[src/rtl/pipeline_hazard_ctrl_pkg.sv]
// Shared pipeline definitions: hazard FSM encoding, register-zero constant,
// NOP encoding, and the register-dependency helper used by hazard detection.
package pipeline_hazard_ctrl_pkg;

  typedef enum logic [1:0] {
    RUN      = 2'b00,
    MEM_WAIT = 2'b01,
    TIMEOUT  = 2'b10
  } hz_state_t;

  localparam logic [4:0]  REG_ZERO  = 5'd0;
  localparam logic [31:0] NOP_INSTR = 32'h0000_0000;

  // True when a consumer really reads src and src is a live (non-$0) destination.
  function automatic logic reads_reg(input logic uses, input logic [4:0] src,
                                     input logic [4:0] dst);
    return uses && (src == dst) && (dst != REG_ZERO);
  endfunction

endpackage

[src/rtl/pipeline_hazard_ctrl_sat_counter.sv]
// Saturating event counter with synchronous clear; clear wins over increment.
module sat_counter #(
  parameter int W = 16
) (
  input  logic         clk,
  input  logic         rst_n,
  input  logic         inc,
  input  logic         clr,
  output logic [W-1:0] count
);

  always_ff @(posedge clk or negedge rst_n) begin
    if (!rst_n) begin
      count <= '0;
    end else if (clr) begin
      count <= '0;
    end else if (inc && (count != '1)) begin
      count <= count + 1'b1;
    end
  end

endmodule

[src/rtl/pipeline_hazard_ctrl.sv]
// Stall/flush sequencer for the 5-stage pipeline: load-use stalls, branch/jump
// redirects, data-memory freezes with a timeout watchdog, and stall statistics.
module pipeline_hazard_ctrl
  import pipeline_hazard_ctrl_pkg::*;
#(
  parameter int WAIT_LIMIT = 64,
  parameter int CNT_W      = 16
) (
  input  logic             CLK,
  input  logic             Reset_L,
  input  logic [4:0]       ID_Rs,
  input  logic [4:0]       ID_Rt,
  input  logic             ID_UsesRs,
  input  logic             ID_UsesRt,
  input  logic             ID_IsStore,
  input  logic             ID_Jump,
  input  logic             EX_MemRead,
  input  logic [4:0]       EX_Rw,
  input  logic             EX_BranchTaken,
  input  logic             MEM_Req,
  input  logic             MEM_Ready,
  input  logic             Clear_Stats,
  output logic             PC_Write,
  output logic             IF_ID_Write,
  output logic             ID_EX_Write,
  output logic             EX_MEM_Write,
  output logic             IF_ID_Flush,
  output logic             ID_EX_Bubble,
  output logic             MEM_WB_Bubble,
  output logic             MemTimeout,
  output logic [CNT_W-1:0] LoadStallCnt,
  output logic [CNT_W-1:0] FlushCnt,
  output logic [CNT_W-1:0] MemWaitCnt
);

  localparam int WCW = $clog2(WAIT_LIMIT + 1);

  hz_state_t      state, state_next;
  logic [WCW-1:0] wait_cnt, wait_cnt_next;
  logic           freeze, load_use, load_stall, redirect;

  // Store data from a load is forwarded at MEM, so a store's Rt never stalls.
  assign load_use = EX_MemRead &&
                    (reads_reg(ID_UsesRs, ID_Rs, EX_Rw) ||
                     reads_reg(ID_UsesRt && !ID_IsStore, ID_Rt, EX_Rw));
  assign freeze     = (MEM_Req && !MEM_Ready) || (state == TIMEOUT);
  assign load_stall = !freeze && !EX_BranchTaken && load_use;
  assign redirect   = !freeze && (EX_BranchTaken || (ID_Jump && !load_use));
  assign MemTimeout = (state == TIMEOUT);

  always_ff @(posedge CLK or negedge Reset_L) begin
    if (!Reset_L) begin
      state    <= RUN;
      wait_cnt <= '0;
    end else begin
      state    <= state_next;
      wait_cnt <= wait_cnt_next;
    end
  end

  always_comb begin
    state_next    = state;
    wait_cnt_next = wait_cnt;
    PC_Write      = 1'b1;
    IF_ID_Write   = 1'b1;
    ID_EX_Write   = 1'b1;
    EX_MEM_Write  = 1'b1;
    IF_ID_Flush   = 1'b0;
    ID_EX_Bubble  = 1'b0;
    MEM_WB_Bubble = 1'b0;

    case (state)
      RUN: begin
        if (MEM_Req && !MEM_Ready) begin
          state_next    = MEM_WAIT;
          wait_cnt_next = WCW'(1);
        end
      end
      MEM_WAIT: begin
        // Ready completes the access; Req dropping without Ready is a protocol slip.
        if (MEM_Ready || !MEM_Req) begin
          state_next    = RUN;
          wait_cnt_next = '0;
        end else begin
          wait_cnt_next = wait_cnt + 1'b1;
          if (wait_cnt_next == WCW'(WAIT_LIMIT)) state_next = TIMEOUT;
        end
      end
      TIMEOUT: state_next = TIMEOUT;
      default: begin
        state_next    = RUN;
        wait_cnt_next = '0;
      end
    endcase

    if (!Reset_L) begin
      PC_Write      = 1'b0;
      IF_ID_Write   = 1'b0;
      ID_EX_Write   = 1'b0;
      EX_MEM_Write  = 1'b0;
      IF_ID_Flush   = 1'b1;
      ID_EX_Bubble  = 1'b1;
      MEM_WB_Bubble = 1'b1;
    end else if (freeze) begin
      PC_Write      = 1'b0;
      IF_ID_Write   = 1'b0;
      ID_EX_Write   = 1'b0;
      EX_MEM_Write  = 1'b0;
      MEM_WB_Bubble = 1'b1;
    end else if (EX_BranchTaken) begin
      IF_ID_Flush  = 1'b1;
      ID_EX_Bubble = 1'b1;
    end else if (load_use) begin
      PC_Write     = 1'b0;
      IF_ID_Write  = 1'b0;
      ID_EX_Bubble = 1'b1;
    end else if (ID_Jump) begin
      IF_ID_Flush = 1'b1;
    end
  end

  // Index 0: load-use stalls, 1: redirect flushes, 2: frozen cycles.
  logic [2:0]       stat_inc;
  logic [CNT_W-1:0] stat_cnt [3];

  assign stat_inc = {freeze, redirect, load_stall};

  for (genvar gi = 0; gi < 3; gi++) begin : g_stat
    sat_counter #(.W(CNT_W)) u_cnt (
      .clk  (CLK),
      .rst_n(Reset_L),
      .inc  (stat_inc[gi]),
      .clr  (Clear_Stats),
      .count(stat_cnt[gi])
    );
  end

  assign LoadStallCnt = stat_cnt[0];
  assign FlushCnt     = stat_cnt[1];
  assign MemWaitCnt   = stat_cnt[2];

endmodule

[config.mk]
export PLATFORM = sky130hd
export DESIGN_NAME = pipeline_hazard_ctrl
export DESIGN_NICKNAME = d
export VERILOG_FILES = /design/src/rtl/pipeline_hazard_ctrl_pkg.sv /design/src/rtl/pipeline_hazard_ctrl_sat_counter.sv /design/src/rtl/pipeline_hazard_ctrl.sv
export SDC_FILE = /design/constraint.sdc
export NUM_CORES = 1
export LEC_CHECK = 0
export CORE_MARGIN = 2
export CORE_UTILIZATION = 49
export DETAILED_ROUTE_END_ITERATION = 16
export PLACE_DENSITY = 0.8
export SYNTH_ARGS = -nofsm -noshare
export SYNTH_HDL_FRONTEND = slang
export SYNTH_SLANG_ARGS = --single-unit
[constraint.sdc]
create_clock -name CLK -period 2.6 [get_ports CLK]
set_input_delay 0.52 -clock CLK [delete_from_list [all_inputs] [get_ports CLK]]
set_output_delay 0.52 -clock CLK [all_outputs]
set_load 0.02 [all_outputs]
==> flow_metrics.py, run 1 <==
metrics = {
    "outcome": {
        "outcome": "finished clean",
    },
    "final_layout": {
        "layout-drive-gt1-share_pct": 12.8,
        "stdcell_area_sq_um": 4380,
        "diodes": 0,
        "final_util_pct": 69.0,
        "area_growth_pct": 36.9,
        "final_net_count": 490,
    },
    "power_and_ir_drop": {
        "power_leakage_nw": 1.85,
        "p_total_mw": 1.73,
        "peakVddDrop_uv": 257,
        "p_per_area_nw_per_um2": 395,
    },
    "floorplan": {
        "core_sq_um": 6350,
        "initial_core_util_pct": 50.4,
        "dieArea_sq_um": 7200,
        "die_h_microns": 84.9,
        "die_w_microns": 84.9,
        "io_pins": 82,
        "rows": 29,
    },
    "critical_path": {
        "worst-path-buf-inv": 3,
        "slowest_stage": "clkdlybuf4s50_1",
        "crit_family": "buffers and inverters",
        "ff2ff_setup_slack_ps": 310,
        "cp-startpoint": "MEM_Req",
        "critPathMaxStageDelay_ps": 590,
        "crit_end": "EX_MEM_Write",
        "critical_path_depth": 6,
        "worstSetupStartpointType": "input pin",
        "criticalPathCategory": "in2out",
        "cp_max_fo": 3,
        "worst-r2r-cell-count": 7,
        "end_kind": "output port",
        "crit_top_cell": "clkdlybuf4s50_1",
        "worst_r2r_endpoint": "g_stat[0].u_cnt.count[1]",
        "crit_chain": "clkdlybuf4s50_1 -> nor2b_2 -> nor2_1 -> nand2_1 -> inv_1 -> clkdlybuf4s50_1",
        "cp.arrival_ps": 2070,
        "reg2reg_from": "g_stat[0].u_cnt.count[5]",
        "worstPathRequired_ps": 2080,
    },
    "synth": {
        "syn_area_sq_um": 3200,
        "synth.distinct_cells": 38,
        "ys_ff_latch": 57,
        "yosysWarningCount": 0,
        "syn_inst": 355,
        "avgSynthCellArea_sq_um": 9.02,
        "ys.flop_type": "dfrtp_1",
        "async_flop_share_pct": 100,
        "seq_area_frac_synth_pct": 44.5,
        "synth_nets": 385,
        "synth_edf_count": 0,
    },
    "cts": {
        "cts.sinks": 57,
        "tritoncts": "yes",
        "insertion_delay_ps": 320,
        "cts_buffers": 9,
        "clock-root-buffer": "clkbuf_8",
        "clockBufferDepth": 2,
        "cts.htree.levels": 3,
        "clk_pin_slew_ps": 60,
    },
    "sta": {
        "fin_worst_skew_ps": 4.76,
        "setup_viol": 0,
        "fmax_mhz": 385,
        "finalHoldWorstSlack_ps": 40.9,
        "fin_crit_sh_pct": 99.8,
        "maxSlewHeadroom_pct": 57.4,
        "hold_viol_final": 0,
        "tightest_slew_ps": 639,
        "slew_viol_final": 0,
        "period_minus_slack_ps": 2590,
    },
    "route": {
        "drc": 0,
        "antenna_left": 0,
        "drt_iter0_drc": 164,
        "wl_microns": 8160,
        "num_vias": 3058,
        "wire_per_inst_microns": 15.1,
        "routed_via_density": 5.67,
        "drtPass1Iterations": 4,
    },
    "grt": {
        "grt_pass1_wl_microns": 14000,
        "grt-ovfl-total": 0,
        "grt_max_degree": 39,
        "antenna_found_initial": 0,
        "grt_pass1_vias": 2948,
        "grt_use_total_pct": 24.1,
    },
    "flow_run": {
        "cap_violations": 0,
    },
    "place": {
        "dpl.hpwl_microns": 6020,
        "port_buffers": 81,
        "post_dp_cell_area_sq_um": 4240,
        "gp_congestion": 0.829,
    },
    "worst_hold_path": {
        "hold_class": "in2async",
    },
}
-- synthesized netlist by cell type, drive strengths merged (5+ instances only) --
cell type  number  area share, %
a21oi          18            2.8
and3            9            1.8
and4            6            1.6
clkbuf         11            1.3
dfrtp          57             45
inv             8           0.94
nand2          31            3.6
nand3          25            3.9
nand4          18            3.5
nor2           43            5.0
nor2b           5           0.98
nor3            8            1.3
o21ai          15            2.3
o22ai           6            1.2
or3            12            2.3
or4             5            1.3
xnor2          17            4.6
xor2           24            6.6
-- worst register-to-register path: cells and delay by family, from the launching register on --
kind | cells | cell delay (ps)
and+or+nand+nor | 5 | 1400
DFF | 1 | 440
muxes | 1 | 180
buffers and inverters | 1 | 150
-- through the flow --
step / instances / setup WS, ps / TNS [ps]
after global placement: 526 / -656 / -6820
after detailed placement: 526 / -665 / -8400
after CTS: 539 / 8.35 / 0
after global routing: 539 / -23.6 / -23.6
final: 539 / 5.87 / 0
after floorplan: 355 / 111 / 0
-- layout make-up --
type	count	area, sq um
fillers	497	1970
well taps	77	96.3
flip-flops and latches	57	1430
multi-input cells	275	1690
inverters	8	30.0
repair buffers	109	995
clock buffers	12	145
clock inverters	1	5.00
-- worst min-delay path by stage --
stage             from                       end  cells past startpoint  slack (ps)
2_1_floorplan  Reset_L  g_stat[0].u_cnt.count[0]                      0         220
3_3_place_gp   Reset_L                  state[0]                      1         380
3_5_place_dp   Reset_L                  state[0]                      1         380
4_1_cts        Reset_L                  state[1]                      1          30
5_1_grt        Reset_L                  state[1]                      1          30
6_report       Reset_L                  state[0]                      1          40
-- power by group --
part,total (mW),leakage [nW],internal [mW],switching [mW]
Sequential,0.902,0.787,0.893,0.00912
Combinational,0.153,0.985,0.0758,0.0767
Clock,0.676,0.0782,0.355,0.321
-- flip-flops by register name, indices dropped and copies added, names as in the netlist --
| register | flops |
|---|---|
| state | 2 |
| wait_cnt | 7 |
| g_stat.u_cnt.count | 48 |
-- cell families after synthesis --
kind of cell / count (synthesis) / share of synthesized area (%)
buffers and inverters: 23 / 3.40
AND/OR/NAND/NOR: 172 / 27.5
flip-flops: 57 / 44.5
multiplexers: 8 / 2.66
AO/OA/AOI/OAI: 50 / 9.10
adder cells (fa/ha/maj): 4 / 1.56
XOR/XNOR: 41 / 11.2
-- layout by cell type (no fill, tap or decap), types with 2 or more instances in the layout --
| cell type | instances |
|---|---|
| a211oi_1 | 2 |
| a21oi_1 | 16 |
| a21oi_2 | 2 |
| and2_1 | 3 |
| and3_1 | 9 |
| and4_1 | 6 |
| buf_2 | 4 |
| buf_4 | 29 |
| clkbuf_1 | 2 |
| clkbuf_8 | 10 |
| clkdlybuf4s50_1 | 68 |
| dfrtp_1 | 57 |
| dlygate4sd2_1 | 4 |
| dlymetal6s2s_1 | 2 |
| ha_1 | 4 |
| inv_1 | 8 |
| mux2_2 | 4 |
| mux2i_1 | 4 |
| nand2_1 | 30 |
| nand2b_1 | 3 |
| nand3_1 | 25 |
| nand3b_1 | 2 |
| nand4_1 | 18 |
| nor2_1 | 43 |
| nor2b_1 | 4 |
| nor3_1 | 8 |
| o21ai_0 | 14 |
| o22ai_1 | 5 |
| o31ai_1 | 2 |
| or3_1 | 12 |
| or4_1 | 4 |
| xnor2_1 | 17 |
| xor2_1 | 24 |
-- metal layers --
| metal | track usage (%) | routed length, microns | up-vias |
|---|---|---|---|
| met2 | 41.2 | 4130 | 84 |
| met4 | 8.23 | 84 | 0 |
| met1 | 31.2 | 3540 | 1506 |
| met3 | 4.09 | 397 | 6 |
| met5 | 0 | 0 | - |
| li1 | - | - | 1462 |
-- what timing repair did --
item                                   CTS  global route
buffers inserted                         0             0
resized for setup                       29             5
setup endpoints to repair                8             8
hold buffers                             0             0
pin swaps                                3             2
endpoints found under the hold margin    0             0
No activity file was read; power rests on OpenSTA's default activity.
==> run 2, diff against run 1 <==
Settings changed: CAP_MARGIN set to 5, CORE_UTILIZATION 49 to 61, CTS_CLUSTER_SIZE set to 30, DONT_BUFFER_PORTS set to 1, PLACE_DENSITY 0.8 to 0.77.
==> run 2 against run 1 <==
Compared with the run above: maximum frequency up 6.3%; worst setup slack better by 150 ps; critical endpoint is now IF_ID_Write; sequential cell count unchanged; final cell count down 18%; sequential share of layout area up 7.3 points; clock skew up 2.3 ps; first-iteration DRC count down 16%.
==> flow_metrics.py, run 2 (synthesis gave the netlist of run 1 again) <==
metrics = {
    "cts": {
        "clock-root-buffer": "clkbuf_8",
        "cts_buffers": 9,
        "cts.htree.levels": 3,
        "insertion_delay_ps": 340,
        "cts.sinks": 57,
        "clockBufferDepth": 2,
        "clk_pin_slew_ps": 70,
        "ctsResizeCount": 0,
        "tritoncts": "yes",
    },
    "power_and_ir_drop": {
        "pwr-share-comb_pct": 3.8,
        "clkPwrFrac_pct": 49.5,
        "switchingPower_mw": 0.428,
        "p_per_area_nw_per_um2": 541,
        "switching_share_pct": 22.1,
        "pwr-share-seq_pct": 46.8,
        "p_int_mw": 1.51,
        "p_total_mw": 1.94,
        "power_leakage_nw": 1.51,
        "peakVddDrop_uv": 340,
    },
    "floorplan": {
        "die_h_microns": 76.5,
        "io_pins": 82,
        "dieArea_sq_um": 5850,
        "core_sq_um": 5070,
        "rows": 26,
        "initial_core_util_pct": 63.1,
        "die_w_microns": 76.5,
    },
    "route": {
        "drtPass1Iterations": 4,
        "antenna_left": 0,
        "num_vias": 2670,
        "wl_microns": 7650,
        "wire_per_inst_microns": 17.3,
        "drc": 0,
        "routed_via_density": 6.04,
        "drt_iter0_drc": 138,
    },
    "sta": {
        "fin_crit_sh_pct": 93.9,
        "rsz0062_at_grt": "no",
        "hold_viol_final": 0,
        "fin_ws_ps": 159,
        "tightest_slew_ps": 629,
        "period_minus_slack_ps": 2440,
        "finalSetupTns_ps": 0,
        "setup_viol": 0,
        "slew_viol_final": 0,
        "maxSlewHeadroom_pct": 57.5,
        "fin_worst_skew_ps": 7.10,
        "fmax_mhz": 410,
    },
    "critical_path": {
        "end_kind": "output port",
        "cp_max_fo": 4,
        "worstSetupStartpointType": "register",
        "cp.arrival_ps": 1920,
        "worstPathRequired_ps": 2080,
        "criticalPathCategory": "reg2out",
    },
    "final_layout": {
        "diodes": 0,
        "multi_input_area_sq_um": 1670,
        "nFillCells": 417,
        "regArea_sq_um": 1430,
        "layout_commonest_cell": "dfrtp_1",
        "area_growth_pct": 11.9,
        "reg_top3": "g_stat.u_cnt.count x48, wait_cnt x7, state x2",
        "top_register": "g_stat.u_cnt.count",
        "final_cell_mix": "dfrtp_1, nor2_1, nand2_1, nand3_1, xor2_1",
        "layout-drive-gt1-share_pct": 11.0,
        "final_net_count": 397,
        "largest_reg_flops": 48,
    },
    "place": {
        "dpl.hpwl_microns": 5310,
        "gp_congestion": 0.837,
        "post-place-ws_ps": 241,
        "port_buffers": 0,
    },
    "grt": {
        "grt_pass1_wl_microns": 12600,
        "grt_use_total_pct": 27.1,
        "antenna_found_initial": 0,
        "grt-ovfl-total": 0,
        "grt_pass1_vias": 2587,
        "grt_max_degree": 58,
    },
    "flow_run": {
        "cap_violations": 0,
    },
    "outcome": {
        "outcome": "finished clean",
    },
    "worst_hold_path": {
        "hold_class": "in2async",
    },
}
## run 2: cell type report
class	instances	area share (%)
Clock inverter	5	2.16
Clock buffer	11	4.22
Tap cell	70	2.44
Multi-Input combinational cell	275	46.6
Inverter	8	0.838
Timing Repair Buffer	16	3.91
Sequential cell	57	39.8
## run 2: what timing repair did
| item | 4_1_cts | 5_1_grt |
|---|---|---|
| buffers inserted | 0 | 0 |
| hold buffers | 1 | 0 |
| hold endpoints to repair | 57 | 0 |
## run 2: critical path, stage by stage, from the launching register on
cell and delay, ps:
dfrtp_1 390, nand2b_1 150, inv_1 170, nor2_1 240, nand2_1 270, a21oi_2 180, buf_4 200
## run 2: path summary, 6_finish.rpt
path | start | slack, ps | depth (start not counted) | endpoint
min in group CLK | Clear_Stats | 240 | 1 | g_stat[1].u_cnt.count[14]
max in group asynchronous | Reset_L | 2300 | 1 | g_stat[0].u_cnt.count[4]
worst max-delay path | state[1] | 160 | 6 | IF_ID_Write
worst max register to register | g_stat[0].u_cnt.count[1] | 250 | 6 | g_stat[0].u_cnt.count[10]
worst min register to register | wait_cnt[0] | 520 | 1 | wait_cnt[0]
worst min-delay path | Reset_L | 40 | 1 | g_stat[2].u_cnt.count[8]
## run 2: layer usage
layer | GRT usage (%) | part of all wire, %
met4 | 12.4 | 1.6
met3 | 7.70 | 7.0
met2 | 44.2 | 50
met5 | 0 | 0
met1 | 33.5 | 41
## run 2: power by group through the flow
stage          sequential (mW)  combinational [mW]  clock, mW
2_1_floorplan            0.920              0.0510          0
3_3_place_gp             0.922              0.0480          0
3_5_place_dp             0.923              0.0498          0
4_1_cts                  0.906              0.0734      0.971
5_1_grt                  0.907              0.0810       1.00
6_report                 0.906              0.0728      0.959
## run 2: through the flow
stage	cells	hold slack (ps)	instance area (sq um)	util, %
floorplan	355	224	3210	-
global placement	425	226	3330	65.6
detailed placement	425	226	3330	65.6
CTS	442	48.2	3580	70.6
global route	442	51.9	3580	70.6
finish	442	38.0	3580	70.6
==> run 3, diff against run 2 <==
Settings changed: CTS_CLUSTER_DIAMETER set to 50, GPL_ROUTABILITY_DRIVEN set to 0.
==> results of run 3 <==
Same layout as run 2: the final DEF is identical, and so are final timing and power.
